## config.mk

```make
export PLATFORM = sky130hd
export DESIGN_NAME = scan_scheduler
export DESIGN_NICKNAME = d
export VERILOG_FILES = /design/src/rtl/scan_scheduler.sv
export SDC_FILE = /design/constraint.sdc
export NUM_CORES = 1
export LEC_CHECK = 0
export CAP_MARGIN = 5
export CORE_MARGIN = 2
export CORE_UTILIZATION = 48
export DETAILED_ROUTE_END_ITERATION = 8
export GPL_TIMING_DRIVEN = 0
export HOLD_SLACK_MARGIN = 0.02
export PLACE_DENSITY = 0.8
export SLEW_MARGIN = 20
export SYNTH_ARGS = -nofsm -noshare
export SYNTH_HDL_FRONTEND = slang
export SYNTH_SLANG_ARGS = --single-unit
```

## constraint.sdc

```tcl
create_clock -name clk_in -period 2 [get_ports clk_in]
set_input_delay 0.3 -clock clk_in [delete_from_list [all_inputs] [get_ports clk_in]]
set_output_delay 0.3 -clock clk_in [all_outputs]
set_load 0.02 [all_outputs]
```

## src/rtl/scan_scheduler.sv

```systemverilog
// scan_scheduler: walks a SW_WIRE_CNT x RD_WIRE_CNT taxel matrix. For each taxel
// it lets the muxes settle, requests one ADC conversion, waits for the result
// with retries on error or timeout, and writes the value into a frame buffer.
//
// ADC handshake: adc_start_out is a one-cycle request. adc_valid_in and
// adc_error_in are single-cycle responses that are only looked at while
// waiting; if both are high in the same cycle, the error wins. There is no
// ready: the scheduler always accepts a response while it is waiting.
module scan_scheduler #(
  parameter int SW_WIRE_CNT = 16,
  parameter int RD_WIRE_CNT = 16,
  parameter int SETTLE_CYC  = 4,
  parameter int TIMEOUT_CYC = 64,
  parameter int MAX_RETRY   = 2
) (
  input  logic                                       clk_in,
  input  logic                                       rst,
  input  logic                                       start,
  input  logic                                       continuous,
  input  logic                                       abort,
  input  logic                                       adc_valid_in,
  input  logic                                       adc_error_in,
  input  logic [11:0]                                adc_data_in,
  output logic [$clog2(SW_WIRE_CNT)-1:0]             sw_mux_sel,
  output logic [$clog2(RD_WIRE_CNT)-1:0]             rd_mux_sel,
  output logic                                       adc_start_out,
  output logic                                       wr_en_out,
  output logic [$clog2(SW_WIRE_CNT*RD_WIRE_CNT)-1:0] wr_addr_out,
  output logic [11:0]                                wr_data_out,
  output logic                                       busy_out,
  output logic                                       frame_done_out,
  output logic                                       fault_out
);

  localparam int SWW  = $clog2(SW_WIRE_CNT);
  localparam int RDW  = $clog2(RD_WIRE_CNT);
  localparam int AW   = $clog2(SW_WIRE_CNT*RD_WIRE_CNT);
  localparam int SC_W = (SETTLE_CYC > 1) ? $clog2(SETTLE_CYC) : 1;
  localparam int TC_W = (TIMEOUT_CYC > 1) ? $clog2(TIMEOUT_CYC) : 1;
  localparam int RC_W = (MAX_RETRY > 0) ? $clog2(MAX_RETRY + 1) : 1;

  typedef enum logic [2:0] {
    S_IDLE    = 3'd0,
    S_SETTLE  = 3'd1,
    S_CONVERT = 3'd2,
    S_WAIT    = 3'd3,
    S_WRITE   = 3'd4,
    S_ADVANCE = 3'd5
  } state_t;

  state_t            state_q, state_d;
  logic [SWW-1:0]    sw_q, sw_d;
  logic [RDW-1:0]    rd_q, rd_d;
  logic [SC_W-1:0]   settle_q, settle_d;
  logic [TC_W-1:0]   tmo_q, tmo_d;
  logic [RC_W-1:0]   retry_q, retry_d;
  logic [11:0]       data_q, data_d;
  logic              fault_q, fault_d;

  logic settle_last, rd_last, sw_last, frame_end;
  logic adc_ok, adc_fail, retry_ok;

  assign settle_last = (settle_q == SC_W'(SETTLE_CYC - 1));
  assign rd_last     = (rd_q == RDW'(RD_WIRE_CNT - 1));
  assign sw_last     = (sw_q == SWW'(SW_WIRE_CNT - 1));
  assign frame_end   = rd_last && sw_last;
  assign adc_fail    = (state_q == S_WAIT) &&
                       (adc_error_in || (!adc_valid_in && tmo_q == TC_W'(TIMEOUT_CYC - 1)));
  assign adc_ok      = (state_q == S_WAIT) && adc_valid_in && !adc_error_in;
  assign retry_ok    = (retry_q < RC_W'(MAX_RETRY));

  // State and datapath registers, all cleared asynchronously.
  always_ff @(posedge clk_in or posedge rst) begin
    if (rst) begin
      state_q  <= S_IDLE;
      sw_q     <= '0;
      rd_q     <= '0;
      settle_q <= '0;
      tmo_q    <= '0;
      retry_q  <= '0;
      data_q   <= '0;
      fault_q  <= 1'b0;
    end else begin
      state_q  <= state_d;
      sw_q     <= sw_d;
      rd_q     <= rd_d;
      settle_q <= settle_d;
      tmo_q    <= tmo_d;
      retry_q  <= retry_d;
      data_q   <= data_d;
      fault_q  <= fault_d;
    end
  end

  // Next-state logic; abort beats every other event, start included.
  always_comb begin
    state_d = state_q;
    if (abort) begin
      state_d = S_IDLE;
    end else begin
      case (state_q)
        S_IDLE:    if (start) state_d = S_SETTLE;
        S_SETTLE:  if (settle_last) state_d = S_CONVERT;
        S_CONVERT: state_d = S_WAIT;
        S_WAIT: begin
          if (adc_fail)    state_d = retry_ok ? S_CONVERT : S_WRITE;
          else if (adc_ok) state_d = S_WRITE;
        end
        S_WRITE:   state_d = S_ADVANCE;
        S_ADVANCE: state_d = (frame_end && !continuous) ? S_IDLE : S_SETTLE;
        default:   state_d = S_IDLE;
      endcase
    end
  end

  // Datapath: counters, mux selects, captured sample and sticky fault.
  always_comb begin
    sw_d     = sw_q;
    rd_d     = rd_q;
    data_d   = data_q;
    fault_d  = fault_q;
    retry_d  = retry_q;
    settle_d = (state_q == S_SETTLE) ? settle_q + 1'b1 : '0;
    tmo_d    = (state_q == S_WAIT) ? tmo_q + 1'b1 : '0;
    if (!abort) begin
      if (state_q == S_IDLE && start) begin
        sw_d    = '0;
        rd_d    = '0;
        fault_d = 1'b0;
      end
      if (adc_ok) data_d = adc_data_in;
      if (adc_fail) begin
        if (retry_ok) begin
          retry_d = retry_q + 1'b1;
        end else begin
          data_d  = 12'hFFF;
          fault_d = 1'b1;
        end
      end
      if (state_q == S_ADVANCE) begin
        if (!rd_last) begin
          rd_d = rd_q + 1'b1;
        end else begin
          rd_d = '0;
          if (!sw_last)        sw_d = sw_q + 1'b1;
          else if (continuous) sw_d = '0;
        end
      end
      if (state_d == S_SETTLE && state_q != S_SETTLE) retry_d = '0;
    end
  end

  // Outputs decoded from the state; strobes are squashed by abort.
  always_comb begin
    busy_out       = (state_q != S_IDLE);
    adc_start_out  = (state_q == S_CONVERT) && !abort;
    wr_en_out      = (state_q == S_WRITE) && !abort;
    frame_done_out = (state_q == S_ADVANCE) && frame_end && !abort;
    sw_mux_sel     = sw_q;
    rd_mux_sel     = rd_q;
    wr_addr_out    = AW'(sw_q) * AW'(RD_WIRE_CNT) + AW'(rd_q);
    wr_data_out    = data_q;
    fault_out      = fault_q;
  end

endmodule

```

# Word-level counts from Yosys, hierarchy flattened
# Cells that the tools add are included.
op_classes:
  addsub: 6
  n_lt_le_gt_ge: 1
  eq_ne: 11
  mux: 27
  bitwise_logic: 1
  reduce_logical: 24
ops:
  columns: ["operator", "count"]
  rows:
  - ["2-to-1 mux 12 bit", 3]
  - ["2-to-1 mux 4 bit", 8]
  - ["2-to-1 mux 3 bit", 6]
  - ["case mux 3 bit (6 select lines)", 1]
  - ["logical AND 1 bit", 12]
  - ["adder 4 x 1 -> 4 bit (second input constant)", 2]
  - ["adder 8 x 4 -> 8 bit", 1]
  - ["equality test 4 bit (second input constant)", 2]
  - ["2-to-1 mux 2 bit", 4]
  - ["adder 6 x 1 -> 6 bit (second input constant)", 1]
  - ["equality test 3 x 1 -> 1 bit (second input constant)", 2]
  - ["equality test 3 x 2 -> 1 bit (second input constant)", 2]
  - ["equality test 3 bit (second input constant)", 2]
  - ["equality test 6 bit (second input constant)", 1]
  - ["2-to-1 mux 6 bit", 1]
  - ["nonzero test 2 bit", 3]
  - ["adder 2 x 1 -> 2 bit (second input constant)", 2]
  - ["logical NOT 1 bit", 4]
  - ["2-to-1 mux 1 bit", 4]
  - ["logical NOT 3 bit", 1]
  - ["!= test 3 x 1 -> 1 bit (second input constant)", 1]
  - ["AND reduction 3 bit", 1]
  - ["nonzero test 3 bit", 1]
  - ["equality test 2 bit (second input constant)", 1]
  - ["4 further kinds", 4]
word_totals:
  register_bits: 34
  input_bits: 19
  out_inout_bits: 33
  elab_cells: 78

# Depth between registers and ports, before layout
logic_depth:
  ltp_word: 11
  depth_mapped: 7

# Least setup slack after synthesis
# No wires, ideal clock.
synth_path:
  path_kind: "register to output"
  from: "register rd_q[0] (netlist: rd_mux_sel[0])"
  to: "output frame_done_out"
  arrival_time_ns: 1.436
  slack_ns: 0.264
  path_stages_with_launch: 4
  cell_sequence: "dfrtp_1 > ha_1 > nand3_1 > nor3_1"
synth_via:
  elab_chain_cells: 4
synth_lines:
  columns: ["item", "line", "text"]
  rows:
  - ["start: declaration", "53", "logic [RDW-1:0] rd_q, rd_d;"]
  - ["start signal: assignment", "86", "rd_q <= rd_d;"]
  - ["equality test 4 bit", "64", "assign rd_last = (rd_q == RDW'(RD_WIRE_CNT - 1));"]
  - ["logical AND 1 bit", "66", "assign frame_end = rd_last && sw_last;"]
  - ["logical AND 1 bit (2 in a row)", "158", "frame_done_out = (state_q == S_ADVANCE) && frame_end && !abort;"]
  - ["end: declaration", "31", "output logic frame_done_out,"]
# Every way passes these cells.

# Worst setup path in the final report
layout_path:
  from: "register sw_q[0] (netlist: sw_mux_sel[0])"
  to: "output frame_done_out"
layout_via:
  elab_chain_cells: 4
layout_lines:
  columns: ["item", "line", "text"]
  rows:
  - ["start: declaration", "52", "logic [SWW-1:0] sw_q, sw_d;"]
  - ["start signal: assignment", "85", "sw_q <= sw_d;"]
  - ["equality test 4 bit", "65", "assign sw_last = (sw_q == SWW'(SW_WIRE_CNT - 1));"]
  - ["logical AND 1 bit", "66", null]
  - ["logical AND 1 bit (2 in a row)", "158", null]
# Every way passes these cells.

==> flow_metrics.env <==
export IMPL_initial_utilization_pct=50.2
export IMPL_final_area_um2=2520
export IMPL_cts_reportedPaths_clkPinSlew_ns=0.07
export IMPL_grt_pass1_vias=1471
export IMPL_path_max_fanout=6
export IMPL_cts_tree="done"
export IMPL_io_buffers=49
export IMPL_synth_edff_count=0
export IMPL_dp_hpwl_um=2830
export IMPL_die_h_um=66.1
export IMPL_timing_final_crit_share_pct=95.5
export IMPL_p_per_area_nw_per_um2=552
export IMPL_drtIter0Drc=77
export IMPL_syn_nets=221
export IMPL_track_usage_pct=19.8
export IMPL_grt_max_degree=35
export IMPL_synth_warnings=0
export IMPL_finalSetupViolCount=0
export IMPL_slew_headroom_pct=54.1
export IMPL_nets=277
export IMPL_maxSlewViolCount=0
export IMPL_synth_area_um2=1850
export IMPL_post_drt_wl_per_cell_um=12.6
export IMPL_cts_sinks=34
export IMPL_grt_ovfl_total=0
export IMPL_ys_seq_elements=34
export IMPL_n_antenna_cell=0
export IMPL_drc=0
export IMPL_p_leak_nw=1.16
export IMPL_io_pins=52
export IMPL_critical_path_class="reg -> out"
export IMPL_grt_pass1_wl_um=6600
export IMPL_worstHoldPathType="in -> reg"
export IMPL_netlist_cell_type_count=49
export IMPL_routabilityCongestion=0.813
export IMPL_dp_cells=295
export IMPL_final_common_cell="clkdlybuf4s50_1"
export IMPL_period_needed_ns=1.91
export IMPL_cp_required_ns=1.70
export IMPL_arrival_ns=1.61
export IMPL_firstDrtPassIters=4
export IMPL_layoutNonFillerInstCount=303
export IMPL_avgViaCountPerCell=5.38
export IMPL_worstMarginPinSlew_ns=0.687
export IMPL_end_kind="primary output"
export IMPL_avgSynthCellArea_um2=9.36
export IMPL_yosysSeqAreaShare_pct=45.9
export IMPL_ant_nets=0
export IMPL_hold_viol=0
export IMPL_num_vias=1630
export IMPL_final_cell_mix="clkdlybuf4s50_1, nand2_1, dfrtp_1, nand3_1, buf_4"
export IMPL_layout_drive_gt1_share_pct=14.9
export IMPL_setup_worst_path_start_class="flip-flop"
export IMPL_ys_flop_type="dfrtp_1"
export IMPL_synth_cells=198
export IMPL_grt_setup_unrepaired="false"
export IMPL_outcome="finished clean"
export IMPL_antenna_found_initial=0
export IMPL_num_rows=22
export IMPL_cts_root_buf="clkbuf_8"
export IMPL_htreeDepth=2
export IMPL_die_x_um=66.1
export IMPL_cts_buffers=5
export IMPL_skew_ns=0.00503
export IMPL_clockBufferDepth=2
export IMPL_fmax_mhz=524
export IMPL_async_flop_share_pct=100
export IMPL_ir_drop_mv=0.382
export IMPL_area_growth_pct=35.9
export IMPL_fp_dieArea_um2=4370
export IMPL_cap_viol_max_count=0
export IMPL_dpl_instance_area_um2=2400
export IMPL_wirelength_um=3830
export IMPL_insertion_delay_ns=0.29
export IMPL_design_core_area_um2=3690
[sequential cells by signal, indices dropped and copies added (netlist names)]
register	flops
fault_out	1
rd_mux_sel	4
retry_q	2
settle_q	2
state_q	3
sw_mux_sel	4
tmo_q	6
wr_data_out	12
[report_power, final]
group | internal [mW] | switching [mW] | leakage, nW
logic | 0.0746 | 0.0702 | 0.650
clock network | 0.276 | 0.248 | 0.0472
registers | 0.706 | 0.0142 | 0.467
total | 1.06 | 0.332 | 1.16
[synth_stat cells, types with 2 or more instances]
master     n  area, µm²
nand2_1   36        135
dfrtp_1   34        851
nand3_1   21        105
buf_4     11       82.6
nor2_1    11       41.3
a21oi_1    7       35.0
inv_1      7       26.3
o21ai_0    5       25.0
ha_1       4       50.1
nor3_1     4       20.0
and3_1     3       18.8
buf_2      3       15.0
mux2i_1    3       30.0
nand3b_1   3       22.5
o21ai_1    3       15.0
xnor2_1    3       26.3
a311oi_1   2       17.5
a31oi_1    2       12.5
clkbuf_1   2       7.51
nand3_2    2       20.0
nand4_1    2       12.5
o31ai_1    2       15.0
or3_1      2       12.5
[worst paths after layout]
check	from	to	slack (ns)	cells past startpoint
min reg2reg	settle_q[0]	settle_q[0]	0.44	1
min in group asynchronous	rst	wr_data_out[1]	0.43	2
max	sw_mux_sel[0]	frame_done_out	0.09	4
max in group asynchronous	rst	rd_mux_sel[0]	1.08	2
min	abort	state_q[0]	0.21	2
max reg2reg	tmo_q[0]	wr_data_out[3]	0.24	7
[per-layer routing]
metal | global-route usage (%) | share of wire (%)
met5 | 0 | 0
met4 | 6.89 | 1.4
met3 | 5.28 | 4.4
met2 | 31.3 | 47
met1 | 26.2 | 48
[cells by family after synthesis]
| logic type | Yosys count | share of synthesized area (%) |
|---|---|---|
| AND/OR/NAND/NOR | 96 | 27.6 |
| flip-flops | 34 | 45.9 |
| AO/OA/AOI/OAI | 33 | 12.6 |
| buffers and inverters | 24 | 7.70 |
| XOR/XNOR | 4 | 1.89 |
| adder cells (fa/ha/maj) | 4 | 2.70 |
| multiplexers | 3 | 1.62 |
[per-stage QoR]
| stage | setup TNS (ns) | power, mW | hold slack (ns) | util, % | setup slack (ns) |
|---|---|---|---|---|---|
| 2_1_floorplan | 0 | 0.811 | 0.415 | - | 0.264 |
| 3_3_place_gp | -0.00572 | 0.876 | 0.431 | 65.2 | -0.00572 |
| 3_5_place_dp | -0.0341 | 0.878 | 0.436 | 65.2 | -0.0341 |
| 4_1_cts | -0.00441 | 1.41 | 0.202 | 67.8 | -0.00441 |
| 5_1_grt | 0 | 1.45 | 0.215 | 68.3 | 0.00687 |
| 6_report | 0 | 1.39 | 0.211 | 68.3 | 0.0903 |
[worst max-delay path, stage by stage, from the launching register on]
cell and delay, ns:
dfrtp_1 0.43, ha_2 0.24, nand3_1 0.16, nor3_2 0.21
clkdlybuf4s15_2 0.28
[timing repair]
action                                  CTS  global route
gates resized for setup                   7             6
gates cloned                              0             0
hold endpoints to repair                  0             0
buffers inserted                          0             0
endpoints found under the setup margin    4             3
hold buffers                              0             0
[cell type report]
type | instances | area (µm²)
Buffer | 17 | 121
Clock buffer | 6 | 82.6
Clock inverter | 2 | 12.5
Fill cell | 312 | 1170
Inverter | 7 | 26.3
Multi-Input combinational cell | 140 | 872
Sequential cell | 34 | 852
Tap cell | 48 | 60.1
Timing Repair Buffer | 49 | 492
No activity file was read; power rests on OpenSTA's default activity.
